File: src/rtl/sm83_pkg.sv
// Shared SM83 bus types and constants: OAM DMA state encoding, register address and transfer size.
package sm83_pkg;

    typedef enum logic [1:0] {
        IDLE,
        START,
        READ,
        WRITE
    } dma_state_t;

    localparam int unsigned DMA_LEN      = 160;
    localparam logic [15:0] DMA_REG_ADDR = 16'hFF46;
    localparam logic [15:0] OAM_BASE     = 16'hFE00;

    // Sources at 0xE0xx and above alias work RAM through the echo region.
    function automatic logic [7:0] dma_eff_hi(input logic [7:0] src_hi);
        return (src_hi >= 8'hE0) ? (src_hi - 8'h20) : src_hi;
    endfunction

endpackage

File: src/rtl/oam_dma_arbiter.sv
// Shares the external bus between the core and the OAM DMA engine; the CPU is locked out
// (reads 0xFF, writes dropped) while a 160-byte copy to OAM is in flight.
module oam_dma_arbiter
    import sm83_pkg::*;
(
    input  logic        clk,
    input  logic        rst_n,
    input  logic [15:0] cpu_addr,
    input  logic [7:0]  cpu_wdata,
    input  logic        cpu_rd,
    input  logic        cpu_wr,
    output logic [7:0]  cpu_rdata,
    output logic [15:0] mem_addr,
    output logic [7:0]  mem_wdata,
    output logic        mem_rd,
    output logic        mem_wr,
    input  logic [7:0]  mem_rdata,
    output logic        dma_active
);

    localparam logic [7:0] LAST_IDX = 8'(DMA_LEN - 1);

    dma_state_t r_state;
    logic [7:0] r_idx;
    logic [7:0] r_dma_reg;
    logic [7:0] r_data_latch;

    logic       w_reg_hit;
    logic       w_start;
    logic [7:0] w_eff_hi;

    assign w_reg_hit  = (cpu_addr == DMA_REG_ADDR);
    assign w_start    = cpu_wr && w_reg_hit;
    assign w_eff_hi   = dma_eff_hi(r_dma_reg);
    assign dma_active = (r_state == READ) || (r_state == WRITE);

    // A start write wins over whatever the engine was doing, giving restart semantics.
    always_ff @(posedge clk or negedge rst_n) begin
        if (!rst_n) begin
            r_state      <= IDLE;
            r_idx        <= 8'h00;
            r_dma_reg    <= 8'h00;
            r_data_latch <= 8'h00;
        end else if (w_start) begin
            r_dma_reg <= cpu_wdata;
            r_idx     <= 8'h00;
            r_state   <= START;
        end else begin
            case (r_state)
                START: r_state <= READ;
                READ: begin
                    r_data_latch <= mem_rdata;
                    r_state      <= WRITE;
                end
                WRITE: begin
                    if (r_idx == LAST_IDX) begin
                        r_idx   <= 8'h00;
                        r_state <= IDLE;
                    end else begin
                        r_idx   <= r_idx + 8'h01;
                        r_state <= READ;
                    end
                end
                default: r_state <= IDLE;
            endcase
        end
    end

    always_comb begin
        mem_addr  = cpu_addr;
        mem_wdata = cpu_wdata;
        mem_rd    = cpu_rd;
        mem_wr    = cpu_wr && !w_reg_hit;
        unique case (r_state)
            READ: begin
                mem_addr  = {w_eff_hi, r_idx};
                mem_wdata = r_data_latch;
                mem_rd    = 1'b1;
                mem_wr    = 1'b0;
            end
            WRITE: begin
                mem_addr  = OAM_BASE + {8'h00, r_idx};
                mem_wdata = r_data_latch;
                mem_rd    = 1'b0;
                mem_wr    = 1'b1;
            end
            default: ;
        endcase
    end

    always_comb begin
        if (w_reg_hit) begin
            cpu_rdata = r_dma_reg;
        end else if (dma_active) begin
            cpu_rdata = 8'hFF;
        end else begin
            cpu_rdata = mem_rdata;
        end
    end

endmodule

File: config.mk
export PLATFORM = sky130hd
export DESIGN_NAME = oam_dma_arbiter
export DESIGN_NICKNAME = d
export VERILOG_FILES = /design/src/rtl/sm83_pkg.sv /design/src/rtl/oam_dma_arbiter.sv
export SDC_FILE = /design/constraint.sdc
export NUM_CORES = 1
export LEC_CHECK = 0
export ABC_CLOCK_PERIOD_IN_PS = 3600
export CAP_MARGIN = 30
export CORE_MARGIN = 10
export CORE_UTILIZATION = 35
export CTS_CLUSTER_DIAMETER = 200
export DETAILED_ROUTE_END_ITERATION = 10
export PLACE_DENSITY_LB_ADDON = 0.2
export SLEW_MARGIN = 0
export SYNTH_ARGS = -nofsm -noshare
export SYNTH_HDL_FRONTEND = slang
export SYNTH_SLANG_ARGS = --single-unit
File: constraint.sdc
create_clock -name clk -period 3.6 [get_ports clk]
set_input_delay 0.72 -clock clk [delete_from_list [all_inputs] [get_ports clk]]
set_output_delay 0.72 -clock clk [all_outputs]
set_load 0.03 [all_outputs]
## Word level (Yosys, flattened, before mapping)

Index checks and enable logic that the tools add are counted.

- Register bits after elaboration: 26

- Add/sub/neg operators: 3
- Magnitude comparators: 1
- Eq/ne operators: 5
- Mux-type cells: 13
- Bitwise logic cells: 1
- Reductions and logical operators: 7

Operators by type and width:

| kind | count |
|---|---|
| 2-to-1 mux 8 bit | 7 |
| one-hot mux 16 bit (2 select lines) | 1 |
| == test 16 bit, second input constant | 1 |
| adder 10 x 9 -> 11 bit, first input constant | 1 |
| adder 8 x 1 -> 8 bit, second input constant | 1 |
| == test 8 bit, second input constant | 1 |
| >= comparator 8 bit, second input constant | 1 |
| subtractor 8 x 6 -> 8 bit, second input constant | 1 |
| one-hot mux 2 bit (3 select lines) | 1 |
| == test 2 bit, second input constant | 2 |
| 2-to-1 mux 2 bit | 2 |
| one-hot mux 1 bit (2 select lines) | 2 |
| == test 2 x 1 -> 1 bit, second input constant | 1 |
| logical AND 1 bit | 2 |
| AND reduction 2 bit | 1 |
| nonzero test 2 bit | 1 |
| OR reduction 2 bit | 1 |
| zero test 1 bit | 1 |
| logical OR 1 bit | 1 |
| NOT 1 bit | 1 |

## Depth between registers and ports, before layout

Gate-level depths: netlist of the first run.

- Depth after elaboration: 4
- Mapped depth: 6

## Least setup slack after synthesis of the first run

Ideal clock, no wire load.

- Kind: input port to output port
- Start: input cpu_addr[5]
- End: output cpu_rdata[0]
- Arrival time: 2.615 ns
- Required time: 2.880 ns
- Setup slack: 0.265 ns
- Stages on the path: 5
- Path buffers: 2
- Cells stage by stage: or4b_4 -> or4_1 -> buf_6 -> buf_2 -> a21oi_1

- Longest elaborated chain between the ends: 2

Ends and longest elaborated chain:

| what | RTL line | RTL |
|---|---|---|
| from (decl) | oam_dma_arbiter.sv:8 | `input logic [15:0] cpu_addr,` |
| == test 16 bit | oam_dma_arbiter.sv:32 | `assign w_reg_hit = (cpu_addr == DMA_REG_ADDR);` |
| 2-to-1 mux 8 bit | oam_dma_arbiter.sv:92 | `if (w_reg_hit) begin` |
| to (decl) | oam_dma_arbiter.sv:12 | `output logic [7:0] cpu_rdata,` |

Every way passes these cells.

## Worst setup path in the final report of the first run

- Start: input cpu_addr[5]
- End: output cpu_rdata[7]

Same word-level chain as after synthesis.

==> results of run 1 <==
-- cells in the final DEF, fill, tap and decap left out --
cell type,instances
a2111oi_0,1
a211oi_1,1
a21oi_1,14
a31oi_1,1
and3_1,3
and4_1,1
buf_4,14
buf_6,1
clkbuf_8,3
clkdlybuf4s50_1,61
dfrtp_1,26
ha_1,2
inv_1,7
mux2_2,24
mux2_4,5
nand2_1,5
nand2b_1,1
nand3_1,7
nand4_1,4
nand4bb_1,1
nor2_1,26
nor2_8,1
nor3_1,2
nor4_4,1
nor4b_1,2
nor4bb_1,1
o21ai_0,3
o21ai_1,3
o22a_1,6
o22ai_1,1
o31ai_1,1
or4_1,1
or4b_4,1
xnor2_1,1
xor2_1,3
-- metal layers --
metal,part of all wire,track usage
met5,0,0
met1,0.42,0.155
met4,0.0043,0.0220
met2,0.47,0.204
met3,0.10,0.0671
-- power groups by stage --
stage / registers, W / clock network, W / logic, W
after floorplan: 0.000349 / 0 / 0.000121
after global placement: 0.000361 / 0 / 0.000230
after detailed placement: 0.000360 / 0 / 0.000231
after CTS: 0.000354 / 0.000173 / 0.000233
after global routing: 0.000362 / 0.000186 / 0.000248
final: 0.000354 / 0.000164 / 0.000229
-- critical path, stage by stage --
cell and delay (ns):
clkdlybuf4s50_1 0.42, or4b_4 0.55, or4_1 0.55, buf_6 0.19
a21oi_1 0.15, buf_4 0.18
-- cell families after synthesis --
family	Yosys count
simple gates	57
compound gates	31
mux	29
flops	26
buf+inv	16
xor+xnor	4
fa+ha+maj	2
-- worst max-delay path by stage --
stage / from / to / cells after the start
after detailed placement: cpu_addr[5] / cpu_rdata[7] / 6
final: cpu_addr[5] / cpu_rdata[7] / 6
after global routing: cpu_addr[5] / cpu_rdata[7] / 7
after floorplan: cpu_addr[5] / cpu_rdata[0] / 5
after CTS: cpu_addr[5] / cpu_rdata[7] / 6
after global placement: cpu_addr[5] / cpu_rdata[5] / 6
-- area by class of cell --
class,count,area (um2)
Fill cell,426,2020
Inverter,7,26.3
Multi-Input combinational cell,123,916
Sequential cell,26,651
Timing Repair Buffer,76,727
Clock buffer,3,41.3
Tap cell,52,65.1
-- per-stage QoR --
step / cells / hold WS, ns / setup slack (ns) / total power (W) / area [um2]
final: 287 / 0.513 / 0.125 / 0.000747 / 2430
after global routing: 287 / 0.539 / 0.0364 / 0.000795 / 2430
after CTS: 287 / 0.518 / 0.0860 / 0.000760 / 2420
after detailed placement: 284 / 0.490 / 0.0860 / 0.000591 / 2380
after global placement: 284 / 0.491 / 0.116 / 0.000590 / 2380
after floorplan: 165 / 0.424 / 0.265 / 0.000470 / 1640
==> summary.md, run 1 <==
| Metric | Value |
|---|---|
| Largest area contributor in the netlist | dfrtp_1 |
| Initial antenna violation count | 0 |
| Area of the die | between 7000 and 8000 um2 |
| Final hold viol count | 0 |
| GRT Overall Usage | 0.129 |
| N_diodes | 0 |
| First-pass GRT wire length | 8040 um |
| Starting DRT DRC Count | 67 |
| Area growth syn-to-layout | 47.7% |
| IO Port Bufs | 70 |
| Reg2Reg Setup Slack | 1.35 ns |
| Lkg Pwr | 1.03 nW |
| Core Util, Final | 0.546 |
| Primary FF master, synth | dfrtp_1 |
| Residual DRC | 0 |
| Adder-Cell Fraction of Synth Area | 0.0152 |
| Worst Hold Class | reg2reg |
| Type of the worst setup path | in2out |
| Largest family of logic cells by synthesized area | multiplexers |
| Wire per inst | 17.0 um |
| Combinational share of power | 0.306 |
| Root buffer cell | clkbuf_8 |
| Critical path endpoint category | primary output |
| Power Dens Cells | 308 nW/um2 |
| Pin count of the biggest net entering global routing | 27 |
| Synth Net Count | about 200 |
| Clk buf depth | 2 |
| R2R Path Start | r_state[1]$_DFF_PN0_ |
| Post-synth top area share | 0.396 |
| Max Fclk | 0.288 GHz |
| Total gr overflow | 0 |
| Via count | 1,493 |
| Switch Pwr | 0.000235 W |
| Core ar. | 4440 um2 |
| Fin nets | approximately 280 |
| Antenna Nets Post-Route | 0 |
| Number of flops mapped to enable cells by yosys | 0 |
| Int Pwr | 0.000512 W |
| Drt total wl | just under 5000 um |
| Switching share of power | 0.315 |
| Htree depth | 1 |
| Tmin final | 3.47 ns |
| Die Y-Extent | roughly 89 um |
| R2R depth | 4 |
| Syn Area/Cell | 9.96 um2 |
| Clock share of power | 0.220 |
| Hold Path End | r_data_latch[2]$_DFFE_PN0P_ |
| Clock sink count | 26 |
| Xor/xnor share of the synthesized area | 0.0213 |
| Setup crit start kind | input pin |
| Synth Warn # | 0 |
| CTS Hold Buffers Added | 0 |
| Register bit total from synthesis | 26 |
| Reg2reg end | r_data_latch[0]$_DFFE_PN0P_ |
| Netlist cell types | 35 |
| Setup Buffers After CTS | 0 |
| Die width | 88.5 um |
| Setup tns final | 0 ns |
| CP required | 2.88 ns |
| Count of final setup violators | 0 |
| Async S/R FF share, synth | 1.00 |
| I/O pin count | 71 |
| Clk pin slew, worst setup/hold paths | 0.08 ns |
| Pins Over Slew Limit | 0 |
| VDD IR max | 0.200 mV |
| Starting Density | 0.370 |
| Seq pwr share | 0.474 |
| Share of cells above drive strength 1 | 0.213 |
| Sequential share of the synthesized area | 0.396 |
| Vias per cell | 5.20 |
| CTS tree | built |
| Synth Instances | 165 |
| Mux contribution to synthesized area | 0.210 |
| DP Wirelength | ~3800 um |
| Outcome | finished, final reports clean |
| Final Cycle Share | 0.965 |
| Total of max-cap violations | 0 |
| Rel. slew slack | 0.377 |
| Vias in the first global route | 1,568 |
| Cell Area, Synth | ~1600 um2 |
| Post-synth top cells | dfrtp_1, nor2_1, mux2_2, a21oi_1 |
| Worst-skew pair later-pin latency | 0.27 ns |
| Crit-path max FO | 18 |
| Num CTS Buffers | 3 |
| Min-delay src | r_data_latch[2]$_DFFE_PN0P_ |
| RSZ-0062 raised after global routing | false |
| Simple-gate share of the synthesized area | 0.196 |
| Synth Area in Compound Gates | 0.115 |
| Global placer's final weighted congestion | 0.730 |
| WP data arrival | 2.75 ns |
| Actual slew at the worst max-slew pin | a little over 0.9 ns |
| DRT Pass-1 Iters | 4 |
| Hold-critical path depth | 1 |
| Resize count post-CTS | 0 |
| Clock skew | 0.00609 ns |
| Synth area leaders | dfrtp_1, mux2_2, nor2_1 |
| # rows | 24 |
Power figures use the tool's default switching activity.
==> run 2: changes to the inputs <==
REMOVE_ABC_BUFFERS = 1   (was unset)
==> run 2 against run 1 <==
Final cell count is 0.35% higher. Clock-buffer cell count is 1 higher. Die area stayed put. Critical path depth stayed put. Critical endpoint is now cpu_rdata[5]. Critical path type unchanged. Core utilization is 0.45 points higher. Global-route usage is 0.27 points lower. Final area is 0.83% higher.
==> summary.md, run 2 (synthesized netlist as in run 1, its figures left out) <==
| Metric | Value |
|---|---|
| Share of cells above drive strength 1 | 0.216 (+0.00334) |
| Crit path max-delay cell type | or4b_4 |
| Clock sink count | 26 (unchanged) |
| Starting DRT DRC Count | 78 (+16%) |
| Core ar. | 4440 um2 (unchanged) |
| Vias per cell | 5.11 (-1.7%) |
| Crit-path max FO | 18 (unchanged) |
| Initial antenna violation count | 0 (unchanged) |
| Die Y-Extent | 88.5 um (unchanged) |
| Most frequent cells in the layout | clkdlybuf4s50_1, nor2_1, dfrtp_1 |
| Lkg Pwr | 1.04 nW (+0.59%) |
| Final Cycle Share | 0.976 (+0.0110) |
| Wire per inst | 16.7 um (-1.4%) |
| Critical path endpoint category | primary output |
| IO Port Bufs | 70 (unchanged) |
| Area after DPL | 2380 um2 (+0.11%) |
| Antenna Nets Post-Route | 0 (unchanged) |
| Fin nets | 275 (unchanged) |
| DP Wirelength | 3880 um (+1.5%) |
| Total of max-cap violations | 0 (unchanged) |
| DRT Pass-1 Iters | 4 (unchanged) |
| Setup Buffers After CTS | 0 (unchanged) |
| Clock skew | 0.0105 ns (+0.00437 ns) |
| Clk pin slew, worst setup/hold paths | 0.08 ns (about the same) |
| # rows | 24 (unchanged) |
| Drt total wl | 4820 um (-1.1%) |
| Area growth syn-to-layout | 48.9% |
| Actual slew at the worst max-slew pin | 0.528 ns (-0.407 ns) |
| Setup crit start kind | input pin |
| Core Util, Final | 0.550 (+0.00450) |
| Max Fclk | 0.285 GHz (-1.1%) |
| N_diodes | 0 (unchanged) |
| First-pass GRT wire length | 7880 um (-2.0%) |
| Worst-skew pair later-pin latency | 0.27 ns (about the same) |
| Die width | 88.5 um (unchanged) |
| Num CTS Buffers | 3 (unchanged) |
| Area of the die | 7830 um2 (unchanged) |
| CP required | 2.88 ns (about the same) |
| Setup tns final | 0 ns (unchanged) |
| VDD IR max | 0.182 mV (-8.7%) |
| Rel. slew slack | 0.648 (+0.271) |
| Critical path cell sequence | clkdlybuf4s50_1, or4b_4, or4_1, buf_6, a21oi_1, buf_4 |
| Via count | 1,472 (-1.4%) |
| Type of the worst setup path | in2out |
| Final hold viol count | 0 (unchanged) |
| Power Dens Cells | 314 nW/um2 (+1.9%) |
| Global placer's final weighted congestion | 0.750 (+2.7%) |
| Commonest non-fill, non-tap cell in the layout | clkdlybuf4s50_1 |
| I/O pin count | 71 (unchanged) |
| Worst path max stage delay | 0.56 ns (about the same) |
| CTS tree | built |
| Htree depth | 1 (unchanged) |
| WP data arrival | 2.79 ns (+0.04 ns) |
| Outcome | finished, final reports clean |
| Worst Hold Class | reg2reg |
| Delay-heaviest family, CP | simple AND/OR/NAND/NOR gates |
| Vias in the first global route | 1,535 (-2.1%) |
| Total gr overflow | 0 (unchanged) |
| Pins Over Slew Limit | 0 (unchanged) |
| Root buffer cell | clkbuf_8 |
| Pin count of the biggest net entering global routing | 27 (unchanged) |
| CTS Hold Buffers Added | 0 (unchanged) |
| Count of final setup violators | 0 (unchanged) |
| Residual DRC | 0 (unchanged) |
| GRT Overall Usage | 0.126 (-0.00271) |
| Final Cell Area | 2450 um2 (+0.83%) |
| RSZ-0062 raised after global routing | false |
| Critical path buffers and inverters | 3 (unchanged) |
| Tmin final | 3.51 ns (+0.0396 ns) |
| Clk buf depth | 2 (unchanged) |
| Starting Density | 0.370 (unchanged) |
-- run 2: final timing paths --
check                                            start                           to  slack, ns  depth (start not counted)
setup / recovery                           cpu_addr[5]                 cpu_rdata[5]       0.09                          6
hold / removal             r_data_latch[3]$_DFFE_PN0P_  r_data_latch[3]$_DFFE_PN0P_       0.51                          1
setup reg to reg                  r_state[1]$_DFF_PN0_  r_data_latch[4]$_DFFE_PN0P_       1.43                          4
hold reg to reg            r_data_latch[3]$_DFFE_PN0P_  r_data_latch[3]$_DFFE_PN0P_       0.51                          1
max in group asynchronous                        rst_n         r_idx[6]$_DFFE_PN0P_       2.53                          2
min in group asynchronous                        rst_n         r_idx[7]$_DFFE_PN0P_       0.81                          2
-- run 2: routing by layer --
metal,share of wire,global-route usage,routed length (um),up-vias
met5,0,0,0,-
met4,0.0075,0.0367,36,0
met3,0.055,0.0386,266,2
met2,0.50,0.208,2420,29
met1,0.43,0.155,2100,700
li1,-,-,-,741
-- run 2: per-stage QoR --
| stage | hold slack (ns) | instances | setup slack, ns | total power, W |
|---|---|---|---|---|
| 6_report | 0.506 | 288 | 0.0854 | 0.000768 |
| 4_1_cts | 0.512 | 288 | 0.0510 | 0.000781 |
| 2_1_floorplan | 0.424 | 156 | 0.212 | 0.000470 |
| 5_1_grt | 0.522 | 288 | 0.00264 | 0.000813 |
| 3_5_place_dp | 0.492 | 284 | 0.0439 | 0.000589 |
| 3_3_place_gp | 0.485 | 283 | 0.0876 | 0.000588 |
-- run 2: repair_timing --
| action | in CTS | in global routing |
|---|---|---|
| endpoints found under the hold margin | 0 | 0 |
| gates resized for setup | 0 | 2 |
| endpoints found under the setup margin | 0 | 5 |
-- run 2: worst register-to-register path, stage by stage, from the launching register on --
cell	delay (ns)
dfrtp_1	0.60
nand2b_1	0.34
a21oi_1	0.52
buf_4	0.25
mux2_2	0.34
-- run 2: where the power goes --
part / switching [W] / internal (W)
clock: 0.0000891 / 0.0000977
sequential: 0.0000356 / 0.000318
combinational: 0.000109 / 0.000119
total: 0.000233 / 0.000535
-- run 2: area by class of cell --
| cell class | count | area, um2 |
|---|---|---|
| sequential | 26 | 651 |
| fill | 424 | 2000 |
| clock buffer | 4 | 55.1 |
| multi-input combinational | 123 | 920 |
| tap | 52 | 65.1 |
| timing repair buffer | 76 | 729 |
| inverter | 7 | 26.3 |
==> run 3: changes to the inputs <==
CORE_UTILIZATION = 30   (was 35)
==> run 3 against run 2 <==
Sequential power barely moved. Flip-flop and latch count stayed put. Global-route usage is 0.89 points lower. Sequential share of layout area decreased by 0.32 points. Critical path depth grew 1. Core utilization is 7.5 points lower. Critical endpoint is now cpu_rdata[0]. Hold slack improved by 0.0028 ns. Fmax up 0.22%. Final area rose by 1.2%.
==> summary.md, run 3 (synthesized netlist as in run 1, its figures left out) <==
| Metric | Value |
|---|---|
| Worst Hold Class | reg2reg |
| Clock sink count | 26 (unchanged) |
| CTS tree | built |
| Share of cells above drive strength 1 | 0.224 (+0.00753) |
| Total gr overflow | 0 (unchanged) |
| Vias in the first global route | 1,664 (+8.4%) |
| Clk buf depth | 2 (unchanged) |
| Total power | 0.000753 W (-1.9%) |
| Antenna Nets Post-Route | 0 (unchanged) |
| # rows | 26 (+8.3%) |
| Die width | 94 um (+6.2%) |
| DRT Pass-1 Iters | 4 (unchanged) |
| Commonest non-fill, non-tap cell in the layout | clkdlybuf4s50_1 |
| Core ar. | 5200 um2 (+17%) |
| Rel. slew slack | 0.612 (-0.0362) |
| Pin count of the biggest net entering global routing | 27 (unchanged) |
| Critical path buffers and inverters | 3 (unchanged) |
| Lkg Pwr | 1.05 nW (+0.96%) |
| Num CTS Buffers | 3 (unchanged) |
| First-pass GRT wire length | 8420 um (+6.8%) |
| Critical path cell sequence | clkdlybuf4s50_1, or4b_4, or4_4, buf_12, nor2_1, a21oi_1, buf_4 |
| Power Dens Cells | 304 nW/um2 (-3.1%) |
| DP Wirelength | 4020 um (+3.5%) |
| Pins Over Slew Limit | 0 (unchanged) |
| Htree depth | 1 (unchanged) |
| Actual slew at the worst max-slew pin | 0.583 ns (+0.0543 ns) |
| Type of the worst setup path | in2out |
| Non-Filler Instances | 307 (+6.6%) |
| Final Cycle Share | 0.974 (-0.00217) |
| N_diodes | 0 (unchanged) |
| CTS Hold Buffers Added | 0 (unchanged) |
| Hold slack | 0.509 ns (+0.00278 ns) |
| Clk pin slew, worst setup/hold paths | 0.09 ns (about the same) |
| Outcome | finished, final reports clean |
| Delay-heaviest family, CP | simple AND/OR/NAND/NOR gates |
| Vias per cell | 4.97 (-2.8%) |
| Hold-critical path depth | 1 (unchanged) |
| WP data arrival | 2.79 ns (about the same) |
| Starting Density | 0.316 (-0.0540) |
| Setup crit start kind | input pin |
| Fill cells | 525 (+24%) |
| I/O pin count | 71 (unchanged) |
| Setup tns final | 0 ns (unchanged) |
| Drt total wl | 5120 um (+6.1%) |
| Total of max-cap violations | 0 (unchanged) |
| Fin nets | 277 (+0.73%) |
| Critical path endpoint category | primary output |
| R2R depth | 4 (unchanged) |
| Resize count post-CTS | 0 (unchanged) |
| Tmin final | 3.51 ns (-0.00779 ns) |
| RSZ-0062 raised after global routing | false |
| Clock skew | 0.00754 ns (-0.00292 ns) |
| Max Fclk | 0.285 GHz (+0.22%) |
| Root buffer cell | clkbuf_8 |
| Stages on the worst setup path | 7 (+1) |
| CP required | 2.88 ns (about the same) |
| Wire per inst | 16.7 um (-0.51%) |
| Crit-path max FO | 18 (unchanged) |
| Setup Buffers After CTS | 0 (unchanged) |
| Via count | 1,525 (+3.6%) |
| Area growth syn-to-layout | 50.7% |
| Global placer's final weighted congestion | 0.788 (+5.1%) |
| Area of the die | 8840 um2 (+13%) |
| GRT Overall Usage | 0.117 (-0.00887) |
| Most frequent cells in the layout | clkdlybuf4s50_1, nor2_1, dfrtp_1 |
| Worst path max stage delay | 0.57 ns (about the same) |
| VDD IR max | 0.162 mV (-11%) |
| Worst-skew pair later-pin latency | 0.27 ns (about the same) |
| IO Port Bufs | 70 (unchanged) |
| Initial antenna violation count | 0 (unchanged) |
| Count of final setup violators | 0 (unchanged) |
| Crit path max-delay cell type | or4_4 |
| Core Util, Final | 0.476 (-0.0747) |
| Starting DRT DRC Count | 85 (+9.0%) |
| Residual DRC | 0 (unchanged) |
| Post-Place Cells | 304 (+7.0%) |
| Die Y-Extent | 94 um (+6.2%) |
| Final hold viol count | 0 (unchanged) |
==> run 3: layout make-up <==
class,instances,area (um2),area share
Multi-Input combinational cell,123,920,0.371
Clock buffer,3,41.3,0.0167
Sequential cell,26,651,0.263
Timing Repair Buffer,78,751,0.303
Inverter,7,26.3,0.0106
Tap cell,70,87.6,0.0354
==> run 3: routing by layer <==
metal | GRT usage | share of wire | vias up
li1 | - | - | 742
met1 | 0.152 | 0.48 | 732
met2 | 0.183 | 0.44 | 49
met3 | 0.0440 | 0.080 | 2
met4 | 0.0228 | 0.0016 | 0
met5 | 0 | 0 | -
==> run 3: worst paths after layout <==
| check | startpoint | endpoint | slack (ns) |
|---|---|---|---|
| max | cpu_addr[5] | cpu_rdata[0] | 0.09 |
| min | r_data_latch[4]$_DFFE_PN0P_ | r_data_latch[4]$_DFFE_PN0P_ | 0.51 |
| max reg2reg | r_state[1]$_DFF_PN0_ | r_data_latch[6]$_DFFE_PN0P_ | 1.41 |
| min reg2reg | r_data_latch[4]$_DFFE_PN0P_ | r_data_latch[4]$_DFFE_PN0P_ | 0.51 |
| max in group asynchronous | rst_n | r_dma_reg[2]$_DFFE_PN0P_ | 2.52 |
| min in group asynchronous | rst_n | r_idx[4]$_DFFE_PN0P_ | 0.81 |
==> run 3: stage by stage <==
| stage | setup slack [ns] | instance area [um2] |
|---|---|---|
| 2_1_floorplan | 0.212 | 1590 |
| 3_3_place_gp | 0.115 | 2420 |
| 3_5_place_dp | 0.0521 | 2430 |
| 4_1_cts | 0.0512 | 2470 |
| 5_1_grt | 0.0132 | 2480 |
| 6_report | 0.0932 | 2480 |
==> run 3: power breakdown <==
group | total [W] | leakage [nW] | internal [W] | switching [W]
clock | 0.000168 | 0.0216 | 0.0000751 | 0.0000933
combinational | 0.000230 | 0.710 | 0.000119 | 0.000111
sequential | 0.000355 | 0.316 | 0.000318 | 0.0000373
total | 0.000753 | 1.05 | 0.000512 | 0.000241
